===== src/rtl/secded_scrub_ctrl_if.sv =====
// Host and memory bus bundle for secded_scrub_ctrl.
// slave = controller side, master = host/memory side.
interface secded_scrub_ctrl_if #(
  parameter int ADDR_W = 4
);
  logic              host_req;
  logic              host_we;
  logic [ADDR_W-1:0] host_addr;
  logic [31:0]       host_wdata;
  logic              host_ready;
  logic              host_wack;
  logic              host_rvalid;
  logic [31:0]       host_rdata;
  logic              host_err_single;
  logic              host_err_double;
  logic [ADDR_W-1:0] mem_addr;
  logic              mem_re;
  logic              mem_we;
  logic [38:0]       mem_wdata;
  logic [38:0]       mem_rdata;

  modport slave (
    input  host_req,
    input  host_we,
    input  host_addr,
    input  host_wdata,
    output host_ready,
    output host_wack,
    output host_rvalid,
    output host_rdata,
    output host_err_single,
    output host_err_double,
    output mem_addr,
    output mem_re,
    output mem_we,
    output mem_wdata,
    input  mem_rdata
  );

  modport master (
    output host_req,
    output host_we,
    output host_addr,
    output host_wdata,
    input  host_ready,
    input  host_wack,
    input  host_rvalid,
    input  host_rdata,
    input  host_err_single,
    input  host_err_double,
    input  mem_addr,
    input  mem_re,
    input  mem_we,
    input  mem_wdata,
    output mem_rdata
  );
endinterface


===== src/rtl/secded_scrub_ctrl.sv =====
// SECDED memory sequencer: host arbitration, background scrub,
// single-error writeback and double-error logging.

module secded_enc (
  input  logic [31:0] data,
  output logic [38:0] code
);
  // bit 0 = overall parity, bits 1..38 = Hamming positions
  always_comb begin
    logic [38:0] c;
    logic [5:0]  x;
    int          j;
    c = '0;
    x = '0;
    j = 0;
    for (int p = 3; p < 39; p++) begin
      if ((p & (p - 1)) != 0) begin
        c[6'(p)] = data[5'(j)];
        if (data[5'(j)])
          x = x ^ 6'(p);
        j++;
      end
    end
    c[1]  = x[0];
    c[2]  = x[1];
    c[4]  = x[2];
    c[8]  = x[3];
    c[16] = x[4];
    c[32] = x[5];
    c[0]  = ^c[38:1];
    code  = c;
  end
endmodule

module secded_dec (
  input  logic [38:0] code,
  output logic [31:0] data,
  output logic [6:0]  synd
);
  always_comb begin
    logic [38:0] c;
    logic [5:0]  x;
    int          j;
    x = '0;
    for (int p = 1; p < 39; p++) begin
      if (code[6'(p)])
        x = x ^ 6'(p);
    end
    synd = {^code, x};
    c = code;
    if (synd[6] && x != 6'd0 && x < 6'd39)
      c[x] = ~c[x];
    data = '0;
    j = 0;
    for (int p = 3; p < 39; p++) begin
      if ((p & (p - 1)) != 0) begin
        data[5'(j)] = c[6'(p)];
        j++;
      end
    end
  end
endmodule

module secded_scrub_ctrl #(
  parameter int ADDR_W         = 4,
  parameter int SCRUB_INTERVAL = 64
) (
  input  logic              clk,
  input  logic              rst,
  secded_scrub_ctrl_if.slave bus,
  input  logic              scrub_en,
  output logic [15:0]       corr_count,
  output logic [15:0]       uncorr_count,
  output logic [ADDR_W-1:0] last_err_addr
);

  localparam logic [2:0] S_IDLE  = 3'd0;
  localparam logic [2:0] S_WRITE = 3'd1;
  localparam logic [2:0] S_READ  = 3'd2;
  localparam logic [2:0] S_CHECK = 3'd3;
  localparam logic [2:0] S_WB    = 3'd4;

  localparam int TW = $clog2(SCRUB_INTERVAL);
  localparam logic [TW-1:0] T_LAST =
    TW'(SCRUB_INTERVAL - 1);

  logic [2:0]        state;
  logic [ADDR_W-1:0] addr_q;
  logic              src_scrub;
  logic [ADDR_W-1:0] scrub_addr;
  logic              scrub_pending;
  logic [TW-1:0]     timer;

  logic [15:0]       corr_q;
  logic [15:0]       uncorr_q;
  logic [ADDR_W-1:0] last_q;

  logic              wack_q;
  logic              rvalid_q;
  logic [31:0]       rdata_q;
  logic              es_q;
  logic              ed_q;
  logic [ADDR_W-1:0] maddr_q;
  logic              re_q;
  logic              we_q;
  logic [38:0]       wdata_q;

  logic [31:0]       dec_data;
  logic [6:0]        synd;
  logic              is_single;
  logic              is_double;
  logic [31:0]       enc_in;
  logic [38:0]       enc_code;

  secded_dec u_dec (
    .code (bus.mem_rdata),
    .data (dec_data),
    .synd (synd)
  );

  // one encoder: host data in IDLE, corrected data in CHECK
  assign enc_in = (state == S_CHECK) ? dec_data
                                     : bus.host_wdata;

  secded_enc u_enc (
    .data (enc_in),
    .code (enc_code)
  );

  assign is_single = synd[6];
  assign is_double = !synd[6] && (synd[5:0] != 6'd0);

  assign bus.host_ready =
    (state == S_IDLE) && bus.host_req;

  assign bus.host_wack       = wack_q;
  assign bus.host_rvalid     = rvalid_q;
  assign bus.host_rdata      = rdata_q;
  assign bus.host_err_single = es_q;
  assign bus.host_err_double = ed_q;
  assign bus.mem_addr        = maddr_q;
  assign bus.mem_re          = re_q;
  assign bus.mem_we          = we_q;
  assign bus.mem_wdata       = wdata_q;

  assign corr_count    = corr_q;
  assign uncorr_count  = uncorr_q;
  assign last_err_addr = last_q;

  always_ff @(posedge clk) begin
    if (rst) begin
      state         <= S_IDLE;
      addr_q        <= '0;
      src_scrub     <= 1'b0;
      scrub_addr    <= '0;
      scrub_pending <= 1'b0;
      timer         <= '0;
      corr_q        <= '0;
      uncorr_q      <= '0;
      last_q        <= '0;
      wack_q        <= 1'b0;
      rvalid_q      <= 1'b0;
      rdata_q       <= '0;
      es_q          <= 1'b0;
      ed_q          <= 1'b0;
      maddr_q       <= '0;
      re_q          <= 1'b0;
      we_q          <= 1'b0;
      wdata_q       <= '0;
    end else begin
      wack_q   <= 1'b0;
      rvalid_q <= 1'b0;
      es_q     <= 1'b0;
      ed_q     <= 1'b0;
      re_q     <= 1'b0;
      we_q     <= 1'b0;

      if (!scrub_en) begin
        timer <= '0;
      end else if (!scrub_pending) begin
        if (timer == T_LAST) begin
          timer         <= '0;
          scrub_pending <= 1'b1;
        end else begin
          timer <= timer + 1'b1;
        end
      end

      unique case (state)
        S_IDLE: begin
          if (bus.host_req) begin
            addr_q  <= bus.host_addr;
            maddr_q <= bus.host_addr;
            if (bus.host_we) begin
              wdata_q <= enc_code;
              we_q    <= 1'b1;
              wack_q  <= 1'b1;
              state   <= S_WRITE;
            end else begin
              re_q      <= 1'b1;
              src_scrub <= 1'b0;
              state     <= S_READ;
            end
          end else if (scrub_pending && scrub_en) begin
            addr_q    <= scrub_addr;
            maddr_q   <= scrub_addr;
            re_q      <= 1'b1;
            src_scrub <= 1'b1;
            state     <= S_READ;
          end
        end
        S_WRITE: state <= S_IDLE;
        S_READ:  state <= S_CHECK;
        S_CHECK: begin
          if (src_scrub) begin
            scrub_addr    <= scrub_addr + 1'b1;
            scrub_pending <= 1'b0;
          end else begin
            rvalid_q <= 1'b1;
            rdata_q  <= dec_data;
            es_q     <= is_single;
            ed_q     <= is_double;
          end
          if (is_single) begin
            if (corr_q != 16'hFFFF)
              corr_q <= corr_q + 16'd1;
            maddr_q <= addr_q;
            wdata_q <= enc_code;
            we_q    <= 1'b1;
            state   <= S_WB;
          end else begin
            if (is_double) begin
              if (uncorr_q != 16'hFFFF)
                uncorr_q <= uncorr_q + 16'd1;
              last_q <= addr_q;
            end
            state <= S_IDLE;
          end
        end
        S_WB:    state <= S_IDLE;
        default: state <= S_IDLE;
      endcase
    end
  end

endmodule


===== src/flat_wrapper.sv =====
// flat-port wrapper written by rule: the top's interface ports become plain ports
module secded_scrub_ctrl_flat 
#(
  parameter int ADDR_W         = 4,
  parameter int SCRUB_INTERVAL = 64
)
  (clk, rst, scrub_en, corr_count, uncorr_count, last_err_addr, bus_host_req, bus_host_we, bus_host_addr, bus_host_wdata, bus_host_ready, bus_host_wack, bus_host_rvalid, bus_host_rdata, bus_host_err_single, bus_host_err_double, bus_mem_addr, bus_mem_re, bus_mem_we, bus_mem_wdata, bus_mem_rdata);
  secded_scrub_ctrl_if #(.ADDR_W(ADDR_W)) bus_i ();
  input  logic clk;
  input  logic rst;
  input  logic scrub_en;
  output logic [15:0] corr_count;
  output logic [15:0] uncorr_count;
  output logic [ADDR_W-1:0] last_err_addr;
  input wire logic [$bits(bus_i.host_req)-1:0] bus_host_req;
  input wire logic [$bits(bus_i.host_we)-1:0] bus_host_we;
  input wire logic [$bits(bus_i.host_addr)-1:0] bus_host_addr;
  input wire logic [$bits(bus_i.host_wdata)-1:0] bus_host_wdata;
  output wire logic [$bits(bus_i.host_ready)-1:0] bus_host_ready;
  output wire logic [$bits(bus_i.host_wack)-1:0] bus_host_wack;
  output wire logic [$bits(bus_i.host_rvalid)-1:0] bus_host_rvalid;
  output wire logic [$bits(bus_i.host_rdata)-1:0] bus_host_rdata;
  output wire logic [$bits(bus_i.host_err_single)-1:0] bus_host_err_single;
  output wire logic [$bits(bus_i.host_err_double)-1:0] bus_host_err_double;
  output wire logic [$bits(bus_i.mem_addr)-1:0] bus_mem_addr;
  output wire logic [$bits(bus_i.mem_re)-1:0] bus_mem_re;
  output wire logic [$bits(bus_i.mem_we)-1:0] bus_mem_we;
  output wire logic [$bits(bus_i.mem_wdata)-1:0] bus_mem_wdata;
  input wire logic [$bits(bus_i.mem_rdata)-1:0] bus_mem_rdata;
  assign bus_i.host_req = bus_host_req;
  assign bus_i.host_we = bus_host_we;
  assign bus_i.host_addr = bus_host_addr;
  assign bus_i.host_wdata = bus_host_wdata;
  assign bus_host_ready = bus_i.host_ready;
  assign bus_host_wack = bus_i.host_wack;
  assign bus_host_rvalid = bus_i.host_rvalid;
  assign bus_host_rdata = bus_i.host_rdata;
  assign bus_host_err_single = bus_i.host_err_single;
  assign bus_host_err_double = bus_i.host_err_double;
  assign bus_mem_addr = bus_i.mem_addr;
  assign bus_mem_re = bus_i.mem_re;
  assign bus_mem_we = bus_i.mem_we;
  assign bus_mem_wdata = bus_i.mem_wdata;
  assign bus_i.mem_rdata = bus_mem_rdata;
  secded_scrub_ctrl #(.ADDR_W(ADDR_W), .SCRUB_INTERVAL(SCRUB_INTERVAL)) u_core (.clk(clk), .rst(rst), .bus(bus_i), .scrub_en(scrub_en), .corr_count(corr_count), .uncorr_count(uncorr_count), .last_err_addr(last_err_addr));
endmodule

===== config.mk =====
export PLATFORM = sky130hd
export DESIGN_NAME = secded_scrub_ctrl_flat
export DESIGN_NICKNAME = d
export VERILOG_FILES = /design/src/rtl/secded_scrub_ctrl_if.sv /design/src/rtl/secded_scrub_ctrl.sv /design/src/flat_wrapper.sv
export SDC_FILE = /design/constraint.sdc
export NUM_CORES = 1
export LEC_CHECK = 0
export ABC_AREA = 1
export ABC_CLOCK_PERIOD_IN_PS = 3500
export CORE_UTILIZATION = 44
export CTS_CLUSTER_DIAMETER = 150
export DETAILED_ROUTE_END_ITERATION = 8
export PLACE_DENSITY_LB_ADDON = 0.15
export SLEW_MARGIN = 15
export SYNTH_ARGS = -nofsm -noshare
export SYNTH_HDL_FRONTEND = slang
export SYNTH_SLANG_ARGS = --single-unit

===== constraint.sdc =====
create_clock -name clk -period 3.5 [get_ports clk]
set_clock_uncertainty 0.2 [all_clocks]
set_input_delay 0.7 -clock clk [delete_from_list [all_inputs] [get_ports clk]]
set_output_delay 0.7 -clock clk [all_outputs]
set_load 0.02 [all_outputs]

# Word level (Yosys, flattened, before mapping)
# Cells that the tools add are included.
# op_classes
n_addsub,4
multipliers,0
n_div,0
magnitude_cmp,3
n_eq_ne,10
shifts,0
mux,84
bitwise,51
n_reduce_logical,25
# op_table
op,n
39-bit two-way mux,3
5-bit two-way mux,21
39-bit case mux with 2 select lines,1
4-bit two-way mux,18
3-bit NOT,16
39-bit bitwise mux,1
39-bit XOR reduction,1
2-bit NOT,18
"16-bit by 1-bit adder with 16-bit output, second input constant",2
"16-bit inequality test, second input constant",2
3-bit two-way mux,10
4-bit NOT,6
22-bit two-way mux,1
1-bit two-way mux,18
16-bit two-way mux,1
3-bit AND reduction,4
3-bit case mux with 3 select lines,1
2-bit two-way mux,4
4-bit case mux with 2 select lines,1
4-bit AND reduction,2
"6-bit by 7-bit < comparator with 1-bit output, second input constant",1
"6-bit by 1-bit adder with 6-bit output, second input constant",1
1-bit binary-select mux with 6-bit select,1
1-bit demux with 6-bit select,1
other kinds (21),42
# totals
register_bits,120
latch_bits,0
mem_bits_rw,0
mem_bits_ro,0
inputBits,80
word_cells,195
mem_count,0

# Longest topological paths before layout
# logic_depth
ltp_word,98
depth_mapped,34
depth_no_buf,32

# Modules after synthesis
# Synthesis repeated with hierarchy kept, for this count alone.
# unflattened
hier_cells,1394
hier_area_um2,8883.5
# by_module_without_submodules
mod,n_inst,cells_each,area_per_inst_um2,seq_area_each_um2
secded_scrub_ctrl,1,859,6129.6,2722.6
secded_dec,1,404,1986.9,0.0
secded_enc,1,131,767.0,0.0

# Least setup slack after synthesis
# OpenSTA, ideal clock, no wires.
# synth_timing
kind,input to register
from,in bus_mem_rdata[19]
to,"reg u_core.wdata_q[2], in the netlist u_core.bus.mem_wdata[2]"
t_arrival_ns,3.258
path_slack_ns,-0.075
stages,32
path_cell_list,inv_1 > nand2_1 > nand2_1 > nand2_1 > nand3_1 > nand2_1 > nand2_1 > nand2_1 > nand2_1 > nand3_1 > nand2_1 > buf_2 > o21ai_0 > nand2_1 > nand3_1 > nand2_1 > nand3_1 > nand2_1 > buf_2 > nand2_1 > nand3_1 > nand2_2 > nand2_1 > inv_1 > nor2_1 > nand2_1 > nand2_1 > nand2_1 > nand3_1 > nand2_1 > nor2_1 > nor2_1
# synth_between
elab_chain_len,59
word_cells_on_any_way,71
classes_between,order compare: 3; eq/ne: 1; mux: 40; bitwise: 21; reduce/logical: 6
# synth_rtl
element,line,source
from (decl),flat_wrapper.sv:29,input wire logic [$bits(bus_i.mem_rdata)-1:0] bus_mem_rdata;
5-bit two-way mux,secded_scrub_ctrl.sv:46,if (code[6'(p)])
2-bit NOT (no source line),-,
5-bit two-way mux,secded_scrub_ctrl.sv:46,
3-bit NOT (no source line),-,
5-bit two-way mux,secded_scrub_ctrl.sv:46,
3-bit NOT (no source line),-,
5-bit two-way mux,secded_scrub_ctrl.sv:46,
4-bit NOT (no source line),-,
[41 not listed],-,
5-bit two-way mux,secded_scrub_ctrl.sv:19,if (data[5'(j)])
2-bit NOT (no source line),-,
5-bit two-way mux,secded_scrub_ctrl.sv:19,
3-bit NOT (no source line),-,
5-bit two-way mux (3 in a row),secded_scrub_ctrl.sv:19,
39-bit two-way mux,secded_scrub_ctrl.sv:194,if (bus.host_we) begin
39-bit two-way mux,secded_scrub_ctrl.sv:191,if (bus.host_req) begin
39-bit case mux with 2 select lines,secded_scrub_ctrl.sv:189,unique case (state)
to (signal assigned),secded_scrub_ctrl.sv:195,wdata_q <= enc_code;
to (signal assigned),secded_scrub_ctrl.sv:228,wdata_q <= enc_code;
to (decl),secded_scrub_ctrl.sv:106,logic [38:0] wdata_q;
# Several ways; a longest one is shown, not always the timed one. The select of a mux whose other input is x is not followed.
# A chain may end at the register's enable or synchronous reset.

# Worst setup path after layout
# layout_timing
from,in bus_mem_rdata[25]
to,"reg u_core.wdata_q[2], in the netlist u_core.bus.mem_wdata[2]"
# layout_between
elab_chain_len,47
word_cells_on_any_way,59
classes_between,order compare: 3; eq/ne: 1; mux: 34; bitwise: 15; reduce/logical: 6
# layout_rtl
element,line
5-bit two-way mux,secded_scrub_ctrl.sv:46
3-bit NOT (no source line),-
5-bit two-way mux,secded_scrub_ctrl.sv:46
4-bit NOT (no source line),-
5-bit two-way mux,secded_scrub_ctrl.sv:46
3-bit NOT (no source line),-
5-bit two-way mux,secded_scrub_ctrl.sv:46
4-bit NOT (no source line),-
[29 not listed],-
5-bit two-way mux,secded_scrub_ctrl.sv:19
2-bit NOT (no source line),-
5-bit two-way mux,secded_scrub_ctrl.sv:19
3-bit NOT (no source line),-
5-bit two-way mux (3 in a row),secded_scrub_ctrl.sv:19
39-bit two-way mux,secded_scrub_ctrl.sv:194
39-bit two-way mux,secded_scrub_ctrl.sv:191
39-bit case mux with 2 select lines,secded_scrub_ctrl.sv:189
# Several ways; a longest one is shown, not always the timed one. The select of a mux whose other input is x is not followed.

==> results.md <==
- Die area: roughly 0.016 mm2
- RSZ-0062 raised after global routing: yes
- Endpoints failing setup: 66
- Critical Path Fanout Max: 8
- Clock buffer depth: 2
- Largest net degree at the start of global routing: 64
- Crit Path Class: input port to flip-flop
- Static leakage: 5.31 nW
- Async SR Flop Fraction: 0%
- Clock root buffer: clkbuf_16
- Via-per-instance ratio: ~5.3
- Drt first pass iters: 5
- Ant. Diodes: 0
- CTS Sinks: 102
- Synthesized area per cell: roughly 6.3 um2
- ANT nets after route: 0
- DRT Wirelength: 27900 um
- Hold Fails Final Rpt: 0
- Failing checks: setup timing
- Via count: 8523
- EDFF count, synth: 0
- 1st-iter DRT viols: 630
- Fill cell count: 1049
- Synth Warn #: 0
- Utilization after layout: 78.5%
- Drt drc: 0
- Crit start category: input port
- Relative slew slack: 20.5%
- H-tree Lvls: 3
- Tot GR Track Use: between 20% and 30%
- Initial antenna violation count: 0
- Fin crit share: 117%
- Max Cap Viol: 0
- CTS tree: built
- CP Capture Type: flip-flop
- CTS Hold Bufs: 0
- WP data arrival: about 4200 ps
- Multi-input gate area: 0.00582 mm2
- Routed len/inst: ~18 um
- Initial Util: a little under half
- Num rows: 45
- Number of global-route vias before repair: about 7400
- Reg clk slew, reported paths: 80 ps
- Post-Syn Area: around 0.0069 mm2
- First-pass GRT wire length: 35700 um
- Core area: approximately 0.015 mm2
- Yosys reg bits: 102
- Outcome: finished with violations
- Slew Limit Fails: 0
- Min Tclk post-route: 4090 ps
- Top FF cell, synth: dfxtp_1
- VDD IR max: 0.431 mV
- Sequential-to-total area share from yosys stat: between 20 and 30%
- GR Overflow Total: 0
- Post-DP HPWL: 14600 um
- Synth unique cells: 43
- I/O pin count: 198
- Final worst slack: -592 ps
- Critical Path RT: approximately 3600 ps
- Final GP Congestion: 0.869
- P&R area growth vs syn: 73.7%
- Setup_tns: -17870 ps
- I/O Buffers: 147
- Worst skew pair latency: 360 ps
- CTS Buf Count: 9
- Worst-margin pin slew: 1190 ps
- Cell count after synthesis: 1094
- Hold Crit Class: flip-flop to flip-flop
- Die Y: around 130 um
- Register area: between 0.002 and 0.0025 mm2
- Final nets: 1485
- Share of layout cells above drive strength 1: around 39%
- Pwr/cell area: 515 mW/mm2
- Die Width: 127 um
- Max frequency: around 0.24 GHz
layout make-up:
type	instances	area share, %
inverters	155	5.11
repair buffers	322	24.6
clock buffers	9	1.89
flip-flops and latches	102	17.1
multi-input cells	811	48.8
well taps	188	1.97
clock inverters	7	0.566
layer usage:
layer  GRT usage, %  vias up  wire [um]
li1               -     4029          -
met1           34.0     3979      11100
met2           47.2      388      13200
met3           5.78      127       2120
met4           11.6        0       1460
met5              0        -          0
kinds of logic after synthesis:
kind of cell,Yosys count,share of synthesized area [%]
and+or+nand+nor,553,34.3
buffers and inverters,217,13.8
AOI/OAI and AO/OA,166,14.0
DFF,102,29.7
xor gates and xnor gates,51,7.33
adders and majority gates,4,0.729
other,1,0.0546
cells in the final DEF, fill, tap and decap left out, types with 18 or more instances in the layout:
master	count
a21oi_1	55
buf_4	148
buf_6	29
clkdlybuf4s50_1	115
conb_1	34
dfxtp_1	102
inv_1	105
inv_2	37
nand2_1	199
nand2_2	65
nand2_4	43
nand3_1	22
nand3_2	39
nor2_1	65
nor2_2	18
nor2_4	20
nor3_1	25
o21ai_0	44
power breakdown:
part | internal [mW] | switching (mW)
combinational | 1.58 | 2.27
clock | 0.499 | 0.503
sequential | 1.24 | 0.0505
timing repair:
item	in CTS	in global routing
cloned	6	0
setup buffers	21	25
gates resized for setup	330	272
pin swaps	91	151
setup endpoints to repair	71	48
hold endpoints to repair	0	0
metrics by stage:
stage,hold slack (ps),total power [mW],cells,setup WS (ps),cell area [um2]
after floorplan,242,2.63,1127,0.294,7000
after global placement,256,3.49,1532,-1040,9360
after detailed placement,266,3.49,1532,-1040,9360
after CTS,275,5.29,1574,2.72,10800
after global routing,299,6.38,1594,-614,11900
final,275,6.15,1594,-592,11900
sequential cells by signal (all words and copies together) (netlist names), 3 cells and up:
register	count
u_core.uncorr_count	16
u_core.bus.host_rdata	16
u_core.scrub_addr	4
u_core.state	3
u_core.timer	6
u_core.bus.mem_wdata	21
u_core.bus.mem_addr	4
u_core.corr_count	16
u_core.last_err_addr	4
u_core.addr_q	4
synthesized netlist by cell type (7+ instances only):
master / count / area [um2]
o211ai_1: 15 / 113
nor3_1: 28 / 140
nand4_1: 9 / 56.3
xor2_1: 21 / 184
nand3_1: 75 / 375
xnor2_1: 24 / 210
o21ai_2: 8 / 70.1
a21oi_1: 58 / 290
a211oi_1: 8 / 60.1
buf_2: 7 / 35.0
inv_1: 140 / 526
clkbuf_1: 21 / 78.8
nand2_1: 306 / 1150
buf_4: 34 / 255
o21ai_0: 49 / 245
inv_2: 9 / 33.8
o21ai_1: 17 / 85.1
dfxtp_1: 102 / 2040
nor2_1: 99 / 372
critical path, cell delays in order:
cell and delay, ps:
buf_8 100, buf_6 120, xnor2_4 330, xor2_4 390, xnor2_4 150, xnor2_2 270
xor2_2 270, xor2_4 320, buf_12 230, nand2_8 110, o21ai_4 200, nand3_2 110
nand2_4 170, nor2_4 60, nor2_4 120, nand2_4 70, nand2_2 80, nand2_2 70
nand3_2 50, nand2_1 50, nor2_1 90, nor2_1 50
worst paths after layout:
kind / startpoint / endpoint / slack [ps] / cells past startpoint
worst max-delay path: bus_mem_rdata[25] / u_core.bus.mem_wdata[2] / -590 / 22
worst min-delay path: u_core.bus.mem_addr[1] / u_core.bus.mem_addr[1] / 280 / 2
worst max register to register: u_core.state[2] / u_core.bus.mem_wdata[2] / 370 / 13
worst min register to register: u_core.bus.mem_addr[1] / u_core.bus.mem_addr[1] / 280 / 2
Note: power is estimated with default switching activity, not from simulation.
